## src/rtl/csr_ctrl_pkg.sv

```systemverilog
// csr_ctrl_pkg: shared constants, funct3 encodings and FSM states for the CSR sequencer
package csr_ctrl_pkg;
    localparam int XLEN        = 32;
    localparam int ECALL_CAUSE = 11;
    localparam logic [11:0] CSR_MSTATUS = 12'h300;
    localparam logic [11:0] CSR_MTVEC   = 12'h305;
    localparam logic [11:0] CSR_MEPC    = 12'h341;
    localparam logic [11:0] CSR_MCAUSE  = 12'h342;
    localparam logic [2:0] F3_PRIV   = 3'b000;
    localparam logic [2:0] F3_CSRRW  = 3'b001;
    localparam logic [2:0] F3_CSRRS  = 3'b010;
    localparam logic [2:0] F3_CSRRC  = 3'b011;
    localparam logic [2:0] F3_CSRRWI = 3'b101;
    localparam logic [2:0] F3_CSRRSI = 3'b110;
    localparam logic [2:0] F3_CSRRCI = 3'b111;
    typedef enum logic [1:0] {IDLE, READ, WRITE, DONE} state_e;
endpackage

```

## src/rtl/csr_ctrl_alu.sv

```systemverilog
// csr_ctrl_alu: new CSR value and write-needed flag for csrrw/s/c and immediate forms
module csr_alu #(
    parameter int XLEN = 32
) (
    input  logic [2:0]      funct3_i,
    input  logic [XLEN-1:0] old_i,
    input  logic [XLEN-1:0] src1_i,
    input  logic [4:0]      zimm_i,
    output logic [XLEN-1:0] new_o,
    output logic            we_o
);
    logic [XLEN-1:0] src;
    logic [1:0]      op;
    assign op    = funct3_i[1:0];
    assign src   = funct3_i[2] ? {{(XLEN-5){1'b0}}, zimm_i} : src1_i;
    assign new_o = op == 2'b01 ? src : op == 2'b10 ? (old_i | src) : op == 2'b11 ? (old_i & ~src) : old_i;
    // set/clear with rs1/uimm field zero must not write (no side effects on read-only CSRs)
    assign we_o  = op == 2'b01 || (op != 2'b00 && zimm_i != 5'd0);
endmodule

```

## src/rtl/csr_ctrl.sv

```systemverilog
// csr_ctrl: multi-cycle sequencer driving CSR file reads, writes and ecall/mret traps
module csr_ctrl #(
    parameter int XLEN        = 32,
    parameter int ECALL_CAUSE = 11
) (
    input  logic            clk_i,
    input  logic            rst_i,
    input  logic            in_valid_i,
    output logic            in_ready_o,
    input  logic [2:0]      funct3_i,
    input  logic [11:0]     csr_addr_i,
    input  logic [XLEN-1:0] src1_i,
    input  logic [4:0]      zimm_i,
    input  logic [4:0]      rd_i,
    input  logic [XLEN-1:0] pc_i,
    input  logic            is_ecall_i,
    input  logic            is_mret_i,
    output logic [11:0]     csr_addr_o,
    input  logic [XLEN-1:0] csr_rdata_i,
    output logic            csr_we_o,
    output logic [XLEN-1:0] csr_wdata_o,
    output logic            trap_ecall_o,
    output logic            trap_mret_o,
    output logic [XLEN-1:0] mepc_o,
    output logic [XLEN-1:0] mcause_o,
    output logic            out_valid_o,
    input  logic            out_ready_i,
    output logic [4:0]      rd_o,
    output logic            rd_we_o,
    output logic [XLEN-1:0] rd_wdata_o,
    output logic            redirect_o,
    output logic [XLEN-1:0] redirect_pc_o
);
    import csr_ctrl_pkg::*;
    state_e          state_q, state_d;
    logic [2:0]      funct3_q;
    logic [11:0]     addr_q;
    logic [XLEN-1:0] src1_q, pc_q, old_q, alu_new;
    logic [4:0]      zimm_q, rd_q;
    logic            ecall_q, mret_q, trap, alu_we, in_write;
    csr_alu #(.XLEN(XLEN)) u_alu (
        .funct3_i (funct3_q),
        .old_i    (old_q),
        .src1_i   (src1_q),
        .zimm_i   (zimm_q),
        .new_o    (alu_new),
        .we_o     (alu_we)
    );
    always_ff @(posedge clk_i) begin
        if (rst_i) begin
            state_q  <= IDLE;
            funct3_q <= '0;
            addr_q   <= '0;
            src1_q   <= '0;
            zimm_q   <= '0;
            rd_q     <= '0;
            pc_q     <= '0;
            ecall_q  <= 1'b0;
            mret_q   <= 1'b0;
            old_q    <= '0;
        end else begin
            state_q <= state_d;
            if (state_q == IDLE && in_valid_i) begin
                funct3_q <= funct3_i;
                addr_q   <= csr_addr_i;
                src1_q   <= src1_i;
                zimm_q   <= zimm_i;
                rd_q     <= rd_i;
                pc_q     <= pc_i;
                ecall_q  <= is_ecall_i;
                mret_q   <= is_mret_i & ~is_ecall_i;
            end
            if (state_q == READ) old_q <= csr_rdata_i;
        end
    end
    always_comb begin
        state_d = state_q;
        case (state_q)
            IDLE:    if (in_valid_i) state_d = READ;
            READ:    state_d = WRITE;
            WRITE:   state_d = DONE;
            default: if (out_ready_i) state_d = IDLE;
        endcase
    end
    assign trap          = ecall_q | mret_q;
    assign in_ready_o    = state_q == IDLE;
    assign csr_addr_o    = in_ready_o ? 12'h000 : ecall_q ? CSR_MTVEC : mret_q ? CSR_MEPC : addr_q;
    // strobes are gated by rst_i so a reset landing on WRITE drops them that same cycle
    assign in_write      = state_q == WRITE && !rst_i;
    assign csr_we_o      = in_write && !trap && alu_we;
    assign csr_wdata_o   = csr_we_o ? alu_new : '0;
    assign trap_ecall_o  = in_write && ecall_q;
    assign trap_mret_o   = in_write && mret_q;
    assign mepc_o        = trap_ecall_o ? pc_q : '0;
    assign mcause_o      = trap_ecall_o ? XLEN'(ECALL_CAUSE) : '0;
    assign out_valid_o   = state_q == DONE;
    assign rd_o          = out_valid_o ? rd_q : 5'd0;
    assign rd_we_o       = out_valid_o && !trap && funct3_q[1:0] != 2'b00 && rd_q != 5'd0;
    assign rd_wdata_o    = out_valid_o && !trap ? old_q : '0;
    assign redirect_o    = out_valid_o && trap;
    assign redirect_pc_o = redirect_o ? old_q : '0;
endmodule

```

## config.mk

```make
export PLATFORM = sky130hd
export DESIGN_NAME = csr_ctrl
export DESIGN_NICKNAME = d
export VERILOG_FILES = /design/src/rtl/csr_ctrl_pkg.sv /design/src/rtl/csr_ctrl_alu.sv /design/src/rtl/csr_ctrl.sv
export SDC_FILE = /design/constraint.sdc
export NUM_CORES = 1
export LEC_CHECK = 0
export ABC_CLOCK_PERIOD_IN_PS = 2200
export BUFFER_PORTS_ARGS = -buffer_cell sky130_fd_sc_hd__buf_2
export CAP_MARGIN = 20
export CELL_PAD_IN_SITES_DETAIL_PLACEMENT = 0
export CELL_PAD_IN_SITES_GLOBAL_PLACEMENT = 2
export CORE_ASPECT_RATIO = 0.6
export CORE_UTILIZATION = 25
export DETAILED_ROUTE_END_ITERATION = 10
export PLACE_DENSITY = 0.81
export SKIP_CTS_REPAIR_TIMING = 1
export SYNTH_ARGS = -nofsm -noshare
export SYNTH_HDL_FRONTEND = slang
export SYNTH_SLANG_ARGS = --single-unit
```

## constraint.sdc

```tcl
create_clock -name clk_i -period 2.2 [get_ports clk_i]
set_clock_uncertainty 0.05 [all_clocks]
set_input_delay 0.33 -clock clk_i [delete_from_list [all_inputs] [get_ports clk_i]]
set_output_delay 0.33 -clock clk_i [all_outputs]
set_load 0.005 [all_outputs]
```

==> results.py <==
metrics = {
    "sta": {
        "finalMaxSlewViolations": 0,
        "slew-limit-headroom_pct": 49.0,
        "setup_violations": 33,
        "timing.fmax_mhz": 401,
        "worst_slack_ns": -0.294,
        "layout_min_cycle_time_ns": 2.49,
        "min_period_over_period_pct": 113,
        "fin_hold_ws_ns": 0.0870,
        "tightestPinTransition_ns": 0.765,
        "rsz0062_at_grt": "true",
        "hold_viol": 0,
    },
    "worst_setup_path": {
        "crit_family": "simple AND/OR/NAND/NOR gates",
        "r2r_end": "src1_q[3]",
        "path_buf_inv": 3,
        "worstPathRequired_ns": 1.82,
        "crit_type": "reg2out",
        "worstPathCellList": "or4_4, o211ai_4, buf_4, buf_8, a2111oi_2, buf_2",
        "rr_worst_depth": 8,
        "ff2ff_setup_slack_ns": 0.44,
        "critPathSlowestCell": "or4_4",
        "regToRegStartpoint": "state_q[1]",
        "slowest_delay_ns": 0.58,
        "timing.critical_path.from_type": "flip-flop",
        "worstPathMaxFanout": 8,
        "timing.critical_path.arrival_ns": 2.11,
        "end_kind": "output pin",
    },
    "hold_path": {
        "worst_hold_path.num_cells": 3,
        "hp-class": "in2reg",
        "min_delay_worst_endpoint": "old_q[28]",
        "min-delay-start": "csr_rdata_i[28]",
    },
    "power": {
        "power_frac_clock_pct": 30.9,
        "power_frac_comb_pct": 35.8,
        "intPower_mw": 6.09,
        "max-vdd-ir-drop_mv": 0.506,
        "power_switching_share_pct": 36.4,
        "power.leakage_nw": 4.55,
        "power.sequential.fraction_pct": 33.3,
        "pwr_per_cell_area_nw_per_um2": 1000,
        "netsw_mw": 3.48,
    },
    "outcome": {
        "failed_checks": "setup timing",
        "outcome": "finished, violations left",
    },
    "synth": {
        "ys_async_sr_fraction_pct": 0,
        "synth.area.top_cells": "dfxtp_1 38%, nand2_1 10%, a21oi_1 9.5%, and3_1 6.0%, mux2i_1 5.6%",
        "synthMostInstantiatedCell": "nand2_1",
        "netlist.top_cell.by_area": "dfxtp_1",
        "register_area_share_after_synthesis_pct": 37.8,
        "synth_area_um2": 6630,
        "syn_inst": 859,
        "synth_area_per_cell_um2": 7.72,
        "ys.warnings.count": 0,
        "yosys_most_used_dff": "dfxtp_1",
        "yosys_register_bits": 125,
        "synth.lib_cells_used.distinct": 34,
        "netlist.area_leader.share_pct": 37.8,
        "synth.top_cells.by_count": "184 x nand2_1, 126 x a21oi_1, 125 x dfxtp_1, 66 x nor2_1, 64 x and3_1",
        "synth_enable_flop_cells": 0,
    },
    "final_layout": {
        "layout-drive-gt1-share_pct": 36.1,
        "final_area_um2": 9550,
        "multi_input_logic_area_um2": 3860,
        "area_delta_synth_final_pct": 44.1,
        "finalNetCount": 1267,
        "number_of_fill_cells_in_the_layout": 2778,
        "ff_latch_area_um2": 2510,
    },
    "place": {
        "place.port_buffers": 281,
        "place.gp.congestion": 0.748,
        "placement.cell_area_um2": 8380,
        "hpwlAfterDp_mm": 17.4,
    },
    "clock_network": {
        "clock_tree.root_cell": "clkbuf_16",
        "ctsLongestPathBuffers": 2,
        "clk_transition_reported_paths_ns": 0.06,
        "cts_num_sinks": 125,
        "cts_made_buffers": 17,
        "tritoncts": "done",
        "clock_h_tree_levels": 4,
        "insertion_delay_ns": 0.42,
    },
    "floorplanning": {
        "die-height_um": 128,
        "fp.dieArea_um2": 27200,
        "ios": 311,
        "coreArea_um2": 25700,
        "initial_core_util_pct": 25.8,
        "core.rowCount": 45,
        "fp.dieW_um": 212,
    },
    "run": {
        "drv_cap": 0,
    },
    "route": {
        "route.detailed.drc": 0,
        "wl_per_cell_um": 17.8,
        "drt_first_pass_iters": 4,
        "drt_wl_total_mm": 26.7,
        "detail_route.iter0.violations": 349,
        "antenna_violating_nets_post_route": 0,
        "vias": 6801,
        "avgViaCountPerCell": 4.53,
    },
    "global_route": {
        "grt_util_all_layers_pct": 18.3,
        "maximum_number_of_pins_on_one_net_before_global_route_repair": 65,
        "grt_pass1_wl_mm": 37.2,
        "first_global_vias": 6156,
        "congestion_overflow_gr": 0,
        "initial_antenna_violation_count": 4,
    },
}
-- power groups by stage --
stage	Sequential, mW	Combinational [mW]	Clock [mW]
detailed placement	3.20	3.04	0
finish	3.19	3.43	2.95
global route	3.26	3.81	3.17
CTS	3.15	3.05	3.07
floorplan	3.05	2.02	0
global placement	3.18	3.02	0
-- tightest hold or removal path, stage by stage --
cell	delay [ns]
buf_2	0.07
mux2i_1	0.05
nor2_1	0.07
-- flip-flops by register name (all words and copies together), names as in the netlist --
signal    count
old_q        32
rd_q          5
addr_q       12
ecall_q       1
mret_q        1
zimm_q        5
src1_q       32
state_q       2
pc_q         32
funct3_q      3
-- how the worst max path moves through the flow --
| stage | end | from | depth (start not counted) |
|---|---|---|---|
| after floorplan | mcause_o[0] | state_q[0] | 6 |
| after global placement | csr_wdata_o[30] | funct3_q[1] | 4 |
| after detailed placement | csr_wdata_o[5] | funct3_q[1] | 4 |
| after CTS | csr_wdata_o[5] | funct3_q[1] | 4 |
| after global routing | csr_wdata_o[23] | state_q[0] | 8 |
| final | csr_wdata_o[23] | zimm_q[0] | 6 |
-- layout make-up --
class                           count  area share, %
Multi-Input combinational cell    653           40.4
Sequential cell                   125           26.3
Antenna cell                        2         0.0524
Inverter                            5          0.196
Tap cell                          352           4.61
Timing Repair Buffer              333           22.1
Clock buffer                       24           5.25
Clock inverter                      6           1.13
-- per-stage QoR --
stage               power [mW]  setup slack [ns]  utilization (%)  TNS (ns)  std cells
floorplan                 5.08             0.416                -         0        887
global placement          6.21            0.0234             32.6         0       1445
detailed placement        6.24           -0.0271             32.6   -0.0271       1445
CTS                       9.27            -0.506             35.0    -22.76       1475
global route              10.2            -0.370             37.2    -10.86       1498
finish                    9.57            -0.294             37.2     -8.29       1500
-- routing by layer --
| metal | vias up | routed length, µm | global-route usage [%] |
|---|---|---|---|
| met5 | - | 27 | 0 |
| li1 | 3377 | - | - |
| met4 | 4 | 219 | 4.31 |
| met1 | 3206 | 13800 | 26.5 |
| met2 | 197 | 11000 | 25.6 |
| met3 | 17 | 1770 | 5.95 |
-- placed cells by master, fill, tap and decap left out, types with 4 or more instances in the layout --
master,synthesis,final
a2111oi_2,23,19
a2111oi_4,0,7
a21oi_1,126,124
a31oi_1,5,5
and2_1,47,43
and2_4,0,4
and3_1,64,64
buf_12,0,14
buf_2,20,279
buf_4,35,24
buf_6,2,10
clkbuf_16,0,22
clkbuf_8,0,5
conb_1,1,29
dfxtp_1,125,120
dfxtp_2,0,4
inv_1,5,4
mux2i_1,37,37
nand2_1,184,183
nor2_1,66,65
nor2b_1,36,34
nor3_1,6,5
o21bai_1,6,6
-- cells by family after synthesis --
logic type,count (synthesis),synth area share (%)
AOI/OAI and AO/OA,167,16.9
and+or+nand+nor,413,29.8
buffers and inverters,110,8.82
DFF,125,37.8
xor gates and xnor gates,1,0.132
muxes,37,5.59
other,1,0.0566
adders and majority gates,5,0.944
Note: power is estimated with default switching activity, not from simulation.
